`src/rtl/vga_line_fetch_pkg.sv`:
```
// vga_line_fetch_pkg: shared VGA timing constants, line lengths and the
// line-fetch FSM encoding used by the framebuffer fetch path.
package vga_line_fetch_pkg;
    localparam int H640_ACTIVE   = 640;
    localparam int H640_TOTAL    = 800;
    localparam int V640_ACTIVE   = 480;
    localparam int V640_TOTAL    = 525;
    localparam int H1024_ACTIVE  = 1024;
    localparam int H1024_TOTAL   = 1344;
    localparam int V1024_ACTIVE  = 768;
    localparam int V1024_TOTAL   = 806;
    localparam int LINE_LEN_640  = 640;
    localparam int LINE_LEN_1024 = 1024;
    typedef enum logic [1:0] {
        ST_IDLE = 2'd0,
        ST_REQ  = 2'd1,
        ST_DATA = 2'd2
    } fetch_state_t;
    // line * LEN using only shifts: 640 = 512 + 128, 1024 = 1 << 10
    function automatic logic [31:0] line_offset(input logic [9:0] line, input logic mode);
        logic [31:0] l;
        l = {22'd0, line};
        return mode ? (l << 10) : (l << 9) + (l << 7);
    endfunction
endpackage

```
`src/rtl/vga_line_fetch_sync2.sv`:
```
// sync2: two-flop synchronizer for a single level signal crossing into i_clk.
module sync2 (
    input  logic i_clk,
    input  logic i_rst_n,
    input  logic i_d,
    output logic o_q
);
    logic r_meta;
    logic r_q;
    always_ff @(posedge i_clk or negedge i_rst_n) begin
        if (!i_rst_n) begin
            r_meta <= 1'b0;
            r_q    <= 1'b0;
        end else begin
            r_meta <= i_d;
            r_q    <= r_meta;
        end
    end
    assign o_q = r_q;
endmodule

```
`src/rtl/vga_line_fetch.sv`:
```
// vga_line_fetch: fetches one display line from the framebuffer in bursts
// and writes it into line buffer A or B on request from the display domain.
module vga_line_fetch
    import vga_line_fetch_pkg::*;
#(
    parameter int BURST_LEN = 16,
    parameter int ADDR_W    = 24
) (
    input  logic              sys_clk,
    input  logic              sys_rst_n,
    input  logic              vga_mode,
    input  logic [ADDR_W-1:0] fb_base,
    input  logic              read_buffA_req,
    input  logic              read_buffB_req,
    input  logic [9:0]        read_buff_addr,
    output logic              mem_rd_req,
    output logic [ADDR_W-1:0] mem_rd_addr,
    input  logic              mem_rd_ack,
    input  logic              mem_rd_valid,
    input  logic [15:0]       mem_rd_data,
    output logic              buffA_wr_en,
    output logic              buffB_wr_en,
    output logic [9:0]        buff_wr_addr,
    output logic [15:0]       buff_wr_data,
    output logic              busy,
    output logic              overrun
);
    localparam int BL_W = $clog2(BURST_LEN);

    fetch_state_t      r_state;
    fetch_state_t      w_state_nxt;
    logic [1:0]        r_warm;
    logic              r_prev_a;
    logic              r_prev_b;
    logic              r_sel_b;
    logic              r_long;
    logic [ADDR_W-1:0] r_base;
    logic [10:0]       r_cnt;
    logic              w_sync_a;
    logic              w_sync_b;
    logic              w_ready;
    logic              w_trig_a;
    logic              w_trig_b;
    logic              w_busy;
    logic              w_start;
    logic              w_wr;
    logic              w_burst_end;
    logic [10:0]       w_cnt_nxt;
    logic [10:0]       w_len;

    sync2 u_sync_a (.i_clk(sys_clk), .i_rst_n(sys_rst_n), .i_d(read_buffA_req), .o_q(w_sync_a));
    sync2 u_sync_b (.i_clk(sys_clk), .i_rst_n(sys_rst_n), .i_d(read_buffB_req), .o_q(w_sync_b));

    // Edge detection is held off until the synchronizers have refilled after
    // reset, so a request already high at release is not seen as a new edge.
    assign w_ready     = r_warm[1];
    assign w_trig_a    = w_ready & w_sync_a & ~r_prev_a;
    assign w_trig_b    = w_ready & w_sync_b & ~r_prev_b;
    assign w_busy      = r_state != ST_IDLE;
    assign w_start     = ~w_busy & (w_trig_a | w_trig_b);
    assign w_wr        = (r_state == ST_DATA) & mem_rd_valid;
    assign w_cnt_nxt   = r_cnt + 11'd1;
    assign w_len       = r_long ? 11'(LINE_LEN_1024) : 11'(LINE_LEN_640);
    assign w_burst_end = w_wr & (&r_cnt[BL_W-1:0]);

    always_comb begin
        w_state_nxt = r_state;
        case (r_state)
            ST_IDLE: w_state_nxt = w_start ? ST_REQ : ST_IDLE;
            ST_REQ:  w_state_nxt = mem_rd_ack ? ST_DATA : ST_REQ;
            ST_DATA: w_state_nxt = !w_burst_end ? ST_DATA : (w_cnt_nxt == w_len) ? ST_IDLE : ST_REQ;
            default: w_state_nxt = ST_IDLE;
        endcase
    end

    always_ff @(posedge sys_clk or negedge sys_rst_n) begin
        if (!sys_rst_n) r_state <= ST_IDLE;
        else            r_state <= w_state_nxt;
    end

    always_ff @(posedge sys_clk or negedge sys_rst_n) begin
        if (!sys_rst_n) begin
            r_warm   <= 2'd0;
            r_prev_a <= 1'b1;
            r_prev_b <= 1'b1;
            r_sel_b  <= 1'b0;
            r_long   <= 1'b0;
            r_base   <= '0;
            r_cnt    <= '0;
        end else begin
            if (!w_ready) r_warm <= r_warm + 2'd1;
            r_prev_a <= w_ready ? w_sync_a : 1'b1;
            r_prev_b <= w_ready ? w_sync_b : 1'b1;
            if (w_start) begin
                r_sel_b <= ~w_trig_a;
                r_long  <= vga_mode;
                r_base  <= fb_base + ADDR_W'(line_offset(read_buff_addr, vga_mode));
                r_cnt   <= '0;
            end else if (w_wr) begin
                r_cnt   <= w_cnt_nxt;
            end
        end
    end

    assign mem_rd_req   = r_state == ST_REQ;
    assign mem_rd_addr  = mem_rd_req ? r_base + ADDR_W'(r_cnt) : '0;
    assign buffA_wr_en  = w_wr & ~r_sel_b;
    assign buffB_wr_en  = w_wr & r_sel_b;
    assign buff_wr_addr = w_wr ? r_cnt[9:0] : '0;
    assign buff_wr_data = w_wr ? mem_rd_data : '0;
    assign busy         = w_busy;
    // A loses when busy; B also loses when A triggers in the same cycle
    assign overrun      = (w_trig_a & w_busy) | (w_trig_b & (w_busy | w_trig_a));
endmodule

```
`config.mk`:
```
export PLATFORM = sky130hd
export DESIGN_NAME = vga_line_fetch
export DESIGN_NICKNAME = d
export VERILOG_FILES = /design/src/rtl/vga_line_fetch_pkg.sv /design/src/rtl/vga_line_fetch_sync2.sv /design/src/rtl/vga_line_fetch.sv
export SDC_FILE = /design/constraint.sdc
export NUM_CORES = 1
export LEC_CHECK = 0
export ABC_CLOCK_PERIOD_IN_PS = 2410
export BUFFER_PORTS_ARGS = -buffer_cell sky130_fd_sc_hd__buf_2
export CAP_MARGIN = 30
export CORE_ASPECT_RATIO = 0.9
export CORE_UTILIZATION = 49
export CTS_CLUSTER_SIZE = 25
export DETAILED_ROUTE_END_ITERATION = 10
export GPL_TIMING_DRIVEN = 1
export PLACE_DENSITY = 0.8
export SETUP_SLACK_MARGIN = 0.4
export SLEW_MARGIN = 0
export SYNTH_ARGS = -nofsm -noshare
export SYNTH_HDL_FRONTEND = slang
export SYNTH_SLANG_ARGS = --single-unit
```
`constraint.sdc`:
```
create_clock -name sys_clk -period 2.41 [get_ports sys_clk]
set_input_delay 0.1205 -clock sys_clk [delete_from_list [all_inputs] [get_ports sys_clk]]
set_output_delay 0.1205 -clock sys_clk [all_outputs]
set_load 0.05 [all_outputs]
```
* Word level (Yosys, flattened, before mapping)
Index checks and enable logic that the tools add are counted.
** Cells by class
- Add/subtract/negate cells :: 5
- Equal/unequal tests :: 3
- Mux-type cells :: 15
- Bitwise logic cells :: 19
- Reductions and logical operators :: 4
** Operators with widths (number)
- two-way mux 11 bit :: 3
- adder 24 x 11 -> 24 bit :: 1
- adder 24 x 20 -> 24 bit :: 1
- two-way mux 24 bit :: 1
- adder 19 x 17 -> 20 bit :: 1
- two-way mux 20 bit :: 1
- two-way mux 16 bit :: 1
- adder 11 x 1 -> 11 bit (second input constant) :: 1
- AND 1 bit :: 11
- == test 11 bit :: 1
- two-way mux 10 bit :: 1
- two-way mux 2 bit :: 3
- one-hot mux 2 bit (3 select lines) :: 1
- NOT 1 bit :: 5
- two-way mux 1 bit :: 4
- AND reduction 4 bit :: 1
- nonzero test 2 bit :: 2
- bitwise OR 1 bit :: 3
- adder 2 x 1 -> 2 bit (second input constant) :: 1
- == test 2 x 1 -> 1 bit (second input constant) :: 1
- == test 2 bit (second input constant) :: 1
- logical NOT 2 bit :: 1
** Storage, ports and cells
- Flip-flop bits (word level) :: 47
- Bits of input ports :: 57
- Output and inout port bits :: 55
- Word-level logic and storage cells :: 59

* Longest topological paths before layout
- Word-level depth :: 6
- Mapped depth :: 16
- Gate-level depth less buffers :: 15

* Cells and area by module
From an unflattened synthesis, not the netlist that was laid out.
** Second synthesis, totals
- Cell total of the unflattened synthesis :: 511
- Area total of the unflattened synthesis :: 4204.0 um2
** By module, submodules not included
- vga_line_fetch :: instances 1, cells each 507, area an instance 4103.9 um2, seq. area each 1078.5 um2
- sync2 :: instances 2, cells each 2, area an instance 50.0 um2, seq. area each 50.0 um2

* Worst setup path after synthesis
Ideal clock, no wire load.
- Path type :: in2reg
- From :: input read_buff_addr[0]
- To :: register r_base[22]
- Setup time :: 135 ps
- Arrival :: 3107 ps
- Required time :: 2275 ps
- Path slack :: -832 ps
- Cell stages on the path :: 16
- Buffers on the path :: 1
- Cell sequence :: ha_1 fa_1 a21o_1 a21oi_1 o21bai_1 a21oi_1 xor2_1 o21ai_0 ha_1 clkbuf_2 nand4_1 nor4_1 o311ai_0 a311oi_1 xnor2_1 o21ai_0
** Between the ends
- Word-level cells in the longest chain between the ends :: 3
** RTL lines
- from (decl) :: RTL line vga_line_fetch.sv:15 : input logic [9:0] read_buff_addr,
- adder 19 x 17 -> 20 bit :: RTL line vga_line_fetch_pkg.sv:23 : return mode ? (l << 10) : (l << 9) + (l << 7);
- two-way mux 20 bit * :: RTL line vga_line_fetch_pkg.sv:23
- adder 24 x 20 -> 24 bit * :: RTL line vga_line_fetch.sv:97 : r_base <= fb_base + ADDR_W'(line_offset(read_buff_addr, vga_mode));
- to (signal assigned) :: RTL line vga_line_fetch.sv:97
- to (decl) :: RTL line vga_line_fetch.sv:37 : logic [ADDR_W-1:0] r_base;
Mark *: on every way between the ends. The rest lies on a longest branch, timed or not.
A chain may end at the register's enable or synchronous reset.

* Worst setup path in the final report
- From :: register r_cnt[0]
- To :: output mem_rd_addr[20]
** Between the ends
- Word-level cells in the longest chain between the ends :: 2
** RTL lines
- from (decl) :: RTL line vga_line_fetch.sv:38 : logic [10:0] r_cnt;
- from (signal assigned) :: RTL line vga_line_fetch.sv:100 : r_cnt <= w_cnt_nxt;
- adder 24 x 11 -> 24 bit :: RTL line vga_line_fetch.sv:106 : assign mem_rd_addr = mem_rd_req ? r_base + ADDR_W'(r_cnt) : '0;
- two-way mux 24 bit :: RTL line vga_line_fetch.sv:106
- to (decl) :: RTL line vga_line_fetch.sv:17 : output logic [ADDR_W-1:0] mem_rd_addr,
No other way between the ends.

==> results <==
- The total power consumption of the routed design is 5.79 mW.
- The repair_antennas step left the layout with diodes totalling 0.
- Entering global routing, the biggest net connects 38 pins.
- In this run the most used layer during global routing was met2.
- The wire length of the first global-routing pass is 20.5 mm.
- In the routed layout, each cell is associated on average with a via count of 5.76.
- The post-layout net count is 812.
- The wire length per cell is 16.4 µm.
- Clock tree synthesis selected as its root buffer the cell clkbuf_8.
- The critical path goes through ha_4 > fa_2 > a211oi_4 > o211ai_1 > a21oi_2 > buf_4 > o21ai_2 > or4_4 > nand4_1 > buf_6.
- After routing the design area is 6670 µm².
- For the finished layout, the period the worst path requires is 2.99 ns.
- The H-tree level count is 2.
- Yosys mapped a number of flops with a built-in enable equal to 0.
- The fraction of the yosys area taken by sequential cells is 0.277.
- The cell with the biggest individual delay on the critical path is dfrtp_2.
- The core footprint is 8220 µm².
- The smallest setup slack after layout is -0.576 ns.
- The latest clock arrival within the worst-skew pair is 0.29 ns.
- The number of placed I/O pins is 112.
- Leaving out fill and tap cells, the most frequent cell in the layout is buf_2.
- Max-cap violations in this run came to 0.
- The final max-slew violation count is 0.
- The endpoint type of the worst setup path is an output port.
- In the routed design, unresolved DRC markers number 0.
- Routability-driven placement finished with a final weighted congestion of 0.873.
- The global routing met1 resource utilization is 0.357.
- In this run the cell area of the synthesized design comes to 4260 µm².
- Headroom to the max-slew limit came out at 0.496.
- The worst slack at placement is -0.860 ns.
- The die covers 9070 µm².
- The total power per unit cell area is 867 nW/µm².
- For this run, the share of the core covered by cells in the final layout is 0.811.
- Once detail routing completed, the nets flagged for antenna violations numbered 0.
- The total number of clock tree sinks is 47.
- Input and output buffers added on the ports amount to 111.
- The static leakage power is 2.99 nW.
- The instance area after placement is 5800 µm².
- Leaving out fill and tap cells, the most frequent cells in the layout are buf_2, buf_4, nand2_1.
- The net count after synthesis is 617.
- The post-synthesis average cell area is 8.15 µm².
- The worst setup path is launched from a flip-flop.
- The final worst-path cycle share is 1.24.
- The routed design has 13.6 mm of wire.
- For this run, the total global-route usage over all layers was measured as 0.278.
- The overall die height is 90.5 µm.
- The number of global-route vias before repair is 4482.
- The number of failing hold endpoints at the final stage is 0.
- For this run, global-route usage on met3 was measured as 0.0317.
- The checks that failed: negative setup slack.
- The post-synthesis async set-or-reset flop share is 1.00.
- The category of the critical setup timing path is flip-flop to output port.
- Summed over all layers, the global routing overflow is 0.
- In this run, the number of DRC markers left after iteration 0 of detailed routing was 283.
- The starting density of the core is 0.518.
- The clock transition at the register clock pins on the worst setup and hold paths after CTS is 0.09 ns.
- The post-synthesis instance total is 523.
- After synthesis the netlist holds a flip-flop and latch count of 47.
- The maximum clock path buffer count is 2.
- Once detailed placement completed, the half-perimeter wirelength came to 9.43 mm.
- During synthesis, Yosys emitted a total of 0 warnings.
- Setup repair after global routing could not meet its margin everywhere.
- The first-pass iteration count of the detailed router is 5.
- For the final database, setup skew stands at 0.0104 ns.
- The fraction of final layout cells sized beyond drive strength 1 is 0.467.
- The standard-cell row count is 31.
- For this run, the leading register cell type out of synthesis is dfrtp_1.
- The worst hold path belongs to the class primary input to flip-flop.
- The arrival time at the worst endpoint is 2.87 ns.
- In this design, the stage delay of the slowest critical-path cell is 0.45 ns.
- The worst-margin pin slew is 0.750 ns.
- In this run, distinct cell masters in the synthesized netlist total 62.
- Of all nets on the critical path, the largest fanout is 2.
- The die is 100 µm wide.
- The number of setup violations in the final report is 26.
- The peak supply drop is 0.459 mV.
- The worst slack on hold paths is 0.0579 ns.
- In the global route stage, met2 resource usage came out at 0.487.
- Summing over every cut layer, the via total after detailed routing is 4807.
- The highest attainable clock frequency is 0.335 GHz.
- The number of clock buffers inserted by TritonCTS is 5.
- TritonCTS built the clock tree.
- The required time at the worst-slack endpoint is 2.29 ns.
- The run finished, with violations left.
- The area growth from synthesis to layout is 56.6%.
- The initial antenna violation count is 0.
-- stage by stage --
| stage | std cells | TNS (ns) |
|---|---|---|
| 2_1_floorplan | 523 | -3.93 |
| 3_3_place_gp | 802 | -6.93 |
| 3_5_place_dp | 803 | -8.26 |
| 4_1_cts | 825 | -6.58 |
| 5_1_grt | 834 | -11.02 |
| 6_report | 834 | -7.89 |
-- Yosys cell counts, types with 9 or more instances --
cell       n  area share
nand2_1   51       0.045
o21ai_0   49       0.058
nor2_1    44       0.039
a21oi_1   30       0.035
nand3_1   17       0.020
xor2_1    19       0.039
xnor2_1   17       0.035
a31oi_1   10       0.015
o31ai_1    9       0.016
clkbuf_1  16       0.014
dfrtp_1   45        0.26
ha_1      34        0.10
nor3_1    11       0.013
inv_1     15       0.013
and2_1    31       0.046
mux2_2    11       0.029
-- kinds of logic (layout without fill, tap and decap cells) --
group           after synthesis  in the layout  share of synthesized area
xor+xnor                     36             36                     0.0740
flops                        47             47                      0.277
simple gates                206            206                      0.248
compound gates              147            147                      0.218
mux                          12             12                     0.0314
fa+ha+maj                    37             37                      0.114
buf+inv                      38            234                     0.0379
-- final cells by class --
class	count	area (µm²)
flip-flops and latches	47	1180
repair buffers	211	1540
fillers	507	1550
multi-input cells	438	3650
inverters	15	56.3
clock buffers	7	96.3
clock inverters	1	7.51
well taps	115	144
-- report_power, final --
part	switching (mW)	total (mW)	internal, mW
combinational	2.30	3.89	1.59
clock	0.272	0.533	0.262
sequential	0.317	1.36	1.04
total	2.89	5.79	2.90
-- critical path, delay by kind of cell, from the launching register on --
| family | cells | cell delay (ns) |
|---|---|---|
| buf+inv | 2 | 0.31 |
| flops | 1 | 0.45 |
| compound gates | 4 | 0.67 |
| fa+ha+maj | 2 | 0.57 |
| simple gates | 2 | 0.56 |
-- worst paths after layout --
path / startpoint / end / slack [ns] / cells past startpoint
min reg2reg: u_sync_b.r_meta / u_sync_b.o_q / 0.36 / 0
min: fb_base[2] / r_base[2] / 0.06 / 2
max: r_cnt[0] / mem_rd_addr[20] / -0.58 / 10
max reg2reg: r_cnt[1] / r_state[0] / 0.55 / 8
min in group asynchronous: sys_rst_n / r_cnt[1] / 0.32 / 2
max in group asynchronous: sys_rst_n / r_prev_a / 1.50 / 3
-- sequential cells by signal, indices dropped and copies added (netlist names) --
signal / cells
u_sync_a.o_q: 1
r_long: 1
r_base: 24
r_prev_a: 1
r_warm: 2
r_state: 2
u_sync_b.o_q: 1
r_prev_b: 1
r_cnt: 11
r_sel_b: 1
u_sync_a.r_meta: 1
u_sync_b.r_meta: 1
-- repair_timing --
action | 4_1_cts | 5_1_grt
hold buffers | 3 | 0
pin swaps | 55 | 46
gates resized for setup | 96 | 41
endpoints found under the hold margin | 20 | 0
setup endpoints to repair | 46 | 34
buffers inserted | 11 | 9
-- metal layers --
metal | share of wire | routed length [µm] | vias to the layer above
li1 | - | - | 2266
met1 | 0.41 | 5580 | 2298
met2 | 0.51 | 7000 | 207
met3 | 0.049 | 671 | 36
met4 | 0.029 | 392 | 0
met5 | 0 | 0 | -
Note: power is estimated with default switching activity, not from simulation.
